<file path="src/rtl/router_pkt_tx.sv">
// Packet transmitter: buffers up to 63 payload bytes, then frames them as
// header / payload / parity toward a router input that may stall via busy.
module router_pkt_tx (
  input  logic       clock,
  input  logic       reset,
  input  logic       wr_en,
  input  logic [7:0] wr_data,
  input  logic [1:0] dest_addr,
  input  logic       start,
  input  logic       corrupt_parity,
  input  logic       busy,
  output logic       pkt_valid,
  output logic [7:0] data_out,
  output logic       tx_active,
  output logic       done,
  output logic       cfg_err,
  output logic       wr_ovf
);

  localparam int unsigned DATA_W = 8;
  localparam int unsigned CNT_W  = 6;
  localparam int unsigned DEPTH  = 63;

  typedef enum logic [2:0] {
    IDLE    = 3'd0,
    HEADER  = 3'd1,
    PAYLOAD = 3'd2,
    PARITY  = 3'd3,
    GAP     = 3'd4
  } state_t;

  state_t              state_q, state_d;
  logic [CNT_W-1:0]    wr_cnt_q, wr_cnt_d;
  logic [CNT_W-1:0]    rd_idx_q, rd_idx_d;
  logic [CNT_W-1:0]    len_q, len_d;
  logic [DATA_W-1:0]   par_q, par_d;
  logic                corrupt_q, corrupt_d;
  logic [DATA_W-1:0]   data_d;
  logic                pkt_valid_d;
  logic                tx_active_d;
  logic                done_d;
  logic                cfg_err_d;
  logic                wr_ovf_d;

  logic [DATA_W-1:0]   mem [DEPTH];
  logic                wr_full;
  logic                mem_we;
  logic                last_byte;
  logic [CNT_W-1:0]    nxt_idx;
  logic [DATA_W-1:0]   hdr;

  assign wr_full   = (wr_cnt_q == CNT_W'(DEPTH));
  assign mem_we    = (state_q == IDLE) && wr_en && !wr_full && !reset;
  assign last_byte = (rd_idx_q == len_q - CNT_W'(1));
  assign nxt_idx   = rd_idx_q + CNT_W'(1);
  assign hdr       = {wr_cnt_q, dest_addr};

  // Payload storage; contents survive reset and are simply overwritten.
  always_ff @(posedge clock) begin
    if (mem_we) begin
      mem[wr_cnt_q] <= wr_data;
    end
  end

  // Next-state and next-output logic; parity folds in each byte as it is loaded.
  always_comb begin
    state_d     = state_q;
    wr_cnt_d    = wr_cnt_q;
    rd_idx_d    = rd_idx_q;
    len_d       = len_q;
    par_d       = par_q;
    corrupt_d   = corrupt_q;
    data_d      = data_out;
    pkt_valid_d = pkt_valid;
    done_d      = 1'b0;
    cfg_err_d   = 1'b0;
    wr_ovf_d    = wr_ovf;

    case (state_q)
      IDLE: begin
        if (wr_en) begin
          if (wr_full) begin
            wr_ovf_d = 1'b1;
          end else begin
            wr_cnt_d = wr_cnt_q + CNT_W'(1);
          end
        end
        // Length is the count before any same-cycle write.
        if (start) begin
          if ((wr_cnt_q == '0) || (dest_addr == 2'b11)) begin
            cfg_err_d = 1'b1;
          end else begin
            state_d     = HEADER;
            pkt_valid_d = 1'b1;
            data_d      = hdr;
            par_d       = hdr;
            len_d       = wr_cnt_q;
            rd_idx_d    = '0;
            corrupt_d   = corrupt_parity;
          end
        end
      end

      HEADER: begin
        if (!busy) begin
          state_d = PAYLOAD;
          data_d  = mem[rd_idx_q];
          par_d   = par_q ^ mem[rd_idx_q];
        end
      end

      PAYLOAD: begin
        if (!busy) begin
          if (last_byte) begin
            state_d     = PARITY;
            pkt_valid_d = 1'b0;
            data_d      = par_q ^ {DATA_W{corrupt_q}};
          end else begin
            rd_idx_d = nxt_idx;
            data_d   = mem[nxt_idx];
            par_d    = par_q ^ mem[nxt_idx];
          end
        end
      end

      PARITY: begin
        if (!busy) begin
          state_d  = GAP;
          data_d   = '0;
          done_d   = 1'b1;
          wr_cnt_d = '0;
          wr_ovf_d = 1'b0;
          rd_idx_d = '0;
          par_d    = '0;
        end
      end

      GAP: begin
        state_d = IDLE;
      end

      default: begin
        state_d     = IDLE;
        pkt_valid_d = 1'b0;
      end
    endcase

    tx_active_d = (state_d != IDLE);
  end

  // State and registered outputs.
  always_ff @(posedge clock) begin
    if (reset) begin
      state_q   <= IDLE;
      wr_cnt_q  <= '0;
      rd_idx_q  <= '0;
      len_q     <= '0;
      par_q     <= '0;
      corrupt_q <= 1'b0;
      data_out  <= '0;
      pkt_valid <= 1'b0;
      tx_active <= 1'b0;
      done      <= 1'b0;
      cfg_err   <= 1'b0;
      wr_ovf    <= 1'b0;
    end else begin
      state_q   <= state_d;
      wr_cnt_q  <= wr_cnt_d;
      rd_idx_q  <= rd_idx_d;
      len_q     <= len_d;
      par_q     <= par_d;
      corrupt_q <= corrupt_d;
      data_out  <= data_d;
      pkt_valid <= pkt_valid_d;
      tx_active <= tx_active_d;
      done      <= done_d;
      cfg_err   <= cfg_err_d;
      wr_ovf    <= wr_ovf_d;
    end
  end

endmodule

</file>
<file path="config.mk">
export PLATFORM = sky130hd
export DESIGN_NAME = router_pkt_tx
export DESIGN_NICKNAME = d
export VERILOG_FILES = /design/src/rtl/router_pkt_tx.sv
export SDC_FILE = /design/constraint.sdc
export NUM_CORES = 1
export LEC_CHECK = 0
export BUFFER_PORTS_ARGS = -buffer_cell sky130_fd_sc_hd__buf_2
export CELL_PAD_IN_SITES_DETAIL_PLACEMENT = 2
export CELL_PAD_IN_SITES_GLOBAL_PLACEMENT = 2
export CORE_MARGIN = 2
export CORE_UTILIZATION = 45
export CTS_CLUSTER_SIZE = 28
export DETAILED_ROUTE_END_ITERATION = 8
export HOLD_SLACK_MARGIN = 0.15
export PLACE_DENSITY = 0.72
export SETUP_SLACK_MARGIN = 0.4
export SLEW_MARGIN = 15
export SYNTH_ARGS = -nofsm -noshare
export SYNTH_HDL_FRONTEND = slang
export SYNTH_SLANG_ARGS = --single-unit
</file>
<file path="constraint.sdc">
create_clock -name clock -period 7 [get_ports clock]
set_input_delay 0.7 -clock clock [delete_from_list [all_inputs] [get_ports clock]]
set_output_delay 0.7 -clock clock [all_outputs]
set_load 0.05 [all_outputs]
</file>
== Word-level counts from Yosys, hierarchy flattened ==
Memory sizes are Yosys's and may differ from the RTL's. A register that Yosys moved wholly into a read port is not among the register bits.
Cells that the tools add are included.
Word-level totals
  register bits after elaboration: 43
  RAM bits: 504
  input bits: 16
  output and inout bits: 13
  logic and storage cells: 105
  memories: 1
Memories
  mem: depth 63, width 8, read ports 2, clocked after memory_dff 1, write ports 1, line 45  | logic [DATA_W-1:0] mem [DEPTH];
Operators by class
  add/subtract/negate cells: 3
  equality and inequality tests: 17
  muxes and demuxes: 42
  bitwise operators: 8
  reductions and logical operators: 22
Operators by type and width (count)
  2-to-1 mux 8 bit: 9
  one-hot mux 8 bit (4 select lines): 2
  2-to-1 mux 6 bit: 9
  bitwise XOR 8 bit: 3
  inequality test 2 bit, second input constant: 10
  2-to-1 mux 3 bit: 6
  one-hot mux 6 bit (3 select lines): 1
  adder 6 x 1 -> 6 bit, second input constant: 2
  one-hot mux 3 bit (4 select lines): 1
  one-hot mux 6 bit (2 select lines): 1
  AND reduction 6 bit: 2
  2-to-1 mux 1 bit: 11
  AND reduction 4 bit: 2
  AND reduction 7 bit: 1
  equality test 3 x 2 -> 1 bit, second input constant: 2
  equality test 6 bit: 1
  equality test 6 bit, second input constant: 1
  logical NOT 6 bit: 1
  nonzero test 3 bit: 2
  OR reduction 3 bit: 2
  subtractor 6 x 1 -> 6 bit, second input constant: 1
  inverter 1 bit: 5
  AND reduction 5 bit: 1
  nonzero test 4 bit: 1
  12 further kinds: 15

== Longest topological paths before layout ==
  word-level depth: 7
  depth in mapped cells: 12
  depth with buffers taken out: 10

== Worst setup path before layout ==
No wires, ideal clock.
  path kind: register to register
  start point: register rd_idx_q[1]
  end point: register data_out[6]
  setup time: 0.132 ns
  data arrival time: 2.651 ns
  setup slack: 4.217 ns
  stages on the path, launching flop included: 11
  buffers on the path: 3
  period minus slack after synthesis: 2.783 ns
  cells stage by stage: dfxtp_1 > ha_1 > buf_4 > buf_2 > clkbuf_1 > mux4_2 > mux4_2 > o22ai_1 > a21oi_1 > a221oi_1 > nor3_1
On the way
  word-level cells in the longest chain between the ends: 5
  elaborated cells on any way between the ends: 6
Ends and longest elaborated chain
  from (decl): line 34  | logic [CNT_W-1:0] rd_idx_q, rd_idx_d;
  from (signal assigned): line 169  | rd_idx_q <= rd_idx_d;
  adder 6 x 1 -> 6 bit: line 55  | assign nxt_idx = rd_idx_q + CNT_W'(1);
  memory read (63 x 8 bit)
  2-to-1 mux 8 bit (*): line 114  | if (last_byte) begin
  2-to-1 mux 8 bit (*): line 113  | if (!busy) begin
  one-hot mux 8 bit (4 select lines) (*): line 79  | case (state_q)
  to (signal assigned): line 173  | data_out <= data_d;
  to (decl): line 13  | output logic [7:0] data_out,
Every way passes the cells marked *; elsewhere a longest branch is shown, timed or not. The select of a mux whose other input is x is not followed.
A chain may end at the register's enable or synchronous reset.

== Worst setup path after layout ==
  start point: register rd_idx_q[0]
  end point: register par_q[1]
On the way
  word-level cells in the longest chain between the ends: 6
  elaborated cells on any way between the ends: 9
Ends and longest elaborated chain
  adder 6 x 1 -> 6 bit: line 55
  memory read (63 x 8 bit)
  bitwise XOR 8 bit: line 121  | par_d = par_q ^ mem[nxt_idx];
  2-to-1 mux 8 bit: line 114
  2-to-1 mux 8 bit: line 113
  one-hot mux 8 bit (4 select lines): line 79
  to (signal assigned): line 171  | par_q <= par_d;
  to (decl): line 36  | logic [DATA_W-1:0] par_q, par_d;
Several ways; a longest one is shown, not always the timed one. The select of a mux whose other input is x is not followed.

==> impl_metrics.csv <==
group,metric,value,unit
run_status,status,"completed",
power_and_ir_drop,pwr_density_cell,244,nW/um^2
finish,drive_gt1_share,26.1,%
logic_synthesis,avgSynthCellArea,16.4,um^2
worst_hold_path,min_path_type,"in2reg",
worst_setup_path,cp_slowest_cell,"mux4_1",
route,drc,0,
sta,fmax,0.226,GHz
global_route,grt_overflow,0,
global_route,grt_max_degree,86,
clock_network,post-cts-setup-buffers,0,
logic_synthesis,synth_common_cells,"edfxtp_1, mux4_2, nand2_1",
worst_setup_path,cp_max_fo,74,
global_route,antenna_found_initial,3,
clock_network,clock_latency,0.63,ns
power_and_ir_drop,ir_drop,0.000203,V
finish,nets,1671,
sta,hold_viol,0,
global_route,grt_pass1_wl,133,mm
route,drtPass1Iterations,5,
placed_design,routabilityCongestion,0.838,
logic_synthesis,synth_top_cell_by_area,"edfxtp_1",
route,viasPerCell,6.81,
sta,period_minus_slack,4.43,ns
global_route,grtUsageMet2,49.9,%
die,die_area,61400,um^2
logic_synthesis,netlist_instances,1630,
finish,fin_util,50.2,%
logic_synthesis,synthesis.nets,1650,
sta,slew_headroom,19.5,%
logic_synthesis,yosysSeqAreaShare,60.2,%
logic_synthesis,synth-seq-cells,553,
global_route,grt_busiest_layer,"met2",
clock_network,clk_pin_slew,0.06,ns
logic_synthesis,yosysMostFrequentCell,"edfxtp_1",
route,via_count,16837,
clock_network,post_cts_resized,0,
logic_synthesis,synth_edf_count,504,
die,fp.coreArea,58900,um^2
sta,worstMarginPinSlew,1.20,ns
worst_setup_path,cp_cell_sequence,"buf_4, buf_12, mux4_1, mux2i_1, nor3_1, nor4_1, nand3_1, o221a_2, o32ai_1",
sta,finalSetupTns,0,ns
die,dieHeight,248,um
clock_network,cts_sinks,553,
worst_setup_path,slowest_delay,0.66,ns
sta,drv_slew,0,
clock_network,cts_max_level,2,
clock_network,cts_inserted_buffers,60,
worst_setup_path,critPathArrivalTime,4.98,ns
worst_setup_path,criticalPathCategory,"reg2reg",
power_and_ir_drop,total_power,0.00722,W
sta,rsz0062_at_grt,"no",
clock_network,clk_path_buf_depth,3,
sta,holdWs,0.310,ns
worst_setup_path,cp_top_family,"buffers and inverters",
clock_network,cts_tree,"done",
finish,area_growth,10.4,%
logic_synthesis,async_reset_ff_share,0,%
die,initial_core_util,45.4,%
logic_synthesis,ys.warnings.count,0,
sta,fin_skew,0.0150,ns
global_route,first_global_vias,17873,
logic_synthesis,ys.flop_type,"edfxtp_1",
worst_setup_path,critPathRequiredTime,7.55,ns
worst_setup_path,crit_buf_inv,2,
logic_synthesis,synth_cell_types,73,
placed_design,dp_hpwl,59.9,mm
die,core.rowCount,89,
clock_network,root_buffer,"clkbuf_16",
global_route,use_met3,5.62,%
route,ant_nets,0,
clock_network,cts_hold_buf,0,
route,wl_per_cell,37.4,um
finish,n_antenna_cell,0,
global_route,track_usage,30.6,%
finish,fillCellCount,5257,
die,die_w,248,um
route,totalWireLength,92.5,mm
logic_synthesis,synth_top_area_share,56.6,%
sta,fin_crit_sh,63.3,%
die,pin_count,29,
worst_setup_path,start_kind,"register",
sta,setup_viol,0,
route,drtIter0Drc,2081,
worst_setup_path,end_kind,"register",
logic_synthesis,syn-cell-area,26800,um^2
flow_run,drv_cap,0,
power_and_ir_drop,p_leak,8.91,nW
placed_design,port_buffers,28,
logic_synthesis,yosys-top-cells-area,"edfxtp_1, mux4_2, dfxtp_1",
global_route,met1_usage,41.6,%
-- per-layer routing --
layer,wire length (um),share of wire [%]
met3,7130,7.7
met5,13,0.014
met4,3070,3.3
met2,44900,49
met1,37400,40
-- cell usage in the layout (no fill, tap or decap), types with 13 or more instances in the layout --
cell and n:
nor3_1 28, edfxtp_1 504, dfxtp_1 44, o21ai_0 29, clkinv_1 15, nor2_1 108, buf_2 24, buf_4 51
clkbuf_1 14, a21oi_1 42, nor2b_1 22, a211oi_1 19, nand3_1 37, mux2_2 21, mux2i_1 43, clkbuf_16 61
nand2_1 145, mux4_1 19, mux4_2 229, inv_1 13
-- metrics by stage --
| stage | area [um^2] | std cells | worst slack [ns] |
|---|---|---|---|
| 3_5_place_dp | 27600 | 2362 | 2.62 |
| 5_1_grt | 29600 | 2473 | 2.32 |
| 4_1_cts | 29500 | 2473 | 2.55 |
| 6_report | 29600 | 2473 | 2.57 |
| 2_1_floorplan | 26800 | 1630 | 4.22 |
| 3_3_place_gp | 27600 | 2362 | 2.68 |
-- power by group --
group	total, W	leakage (nW)	switching [W]	internal [W]
registers	0.00364	4.93	0.0000214	0.00362
logic	0.000374	3.04	0.000275	0.0000992
clock network	0.00320	0.938	0.00136	0.00184
-- area by class of cell --
type / instances / area, um^2 / share of cell area, %
clock inverter: 36 / 345 / 1.17
timing repair buffer: 78 / 563 / 1.91
tap: 773 / 967 / 3.27
inverter: 14 / 52.6 / 0.178
clock buffer: 75 / 1580 / 5.34
multi-input combinational: 944 / 9910 / 33.5
sequential: 553 / 16100 / 54.6
-- worst reg2reg max path, stage by stage (launching register included) --
cell and delay (ns):
dfxtp_4 0.63, buf_4 0.62, buf_12 0.61, mux4_1 0.69
mux2i_1 0.32, nor3_1 0.12, nor4_1 0.60, nand3_1 0.23
o221a_2 0.31, o32ai_1 0.21
-- kinds of logic after synthesis --
group | count (synthesis) | synth area share (%)
fa+ha+maj | 4 | 0.187
xor+xnor | 27 | 0.996
mux | 313 | 23.7
compound gates | 185 | 4.78
flops | 553 | 60.2
buf+inv | 133 | 3.03
simple gates | 415 | 7.07
-- worst paths after layout --
kind                                                from                endpoint  slack [ns]  cells after the start
worst max register to register  rd_idx_q[0]$_SDFFE_PP0N_   par_q[1]$_SDFFE_PP0P_        2.57                      9
worst min-delay path                      corrupt_parity  corrupt_q$_SDFFE_PP0P_        0.31                      3
worst max-delay path            rd_idx_q[0]$_SDFFE_PP0N_   par_q[1]$_SDFFE_PP0P_        2.57                      9
worst min register to register     len_q[5]$_SDFFE_PP0P_   len_q[5]$_SDFFE_PP0P_        0.48                      2
-- registers in the layout, indices dropped and copies added (netlist names), named ones only --
name	flops
cfg_err	1
wr_cnt_q	6
data_out	8
mem	504
state_q	3
len_q	6
pkt_valid	1
tx_active	1
par_q	8
done	1
wr_ovf	1
corrupt_q	1
rd_idx_q	6
No activity file was read; power rests on OpenSTA's default activity.
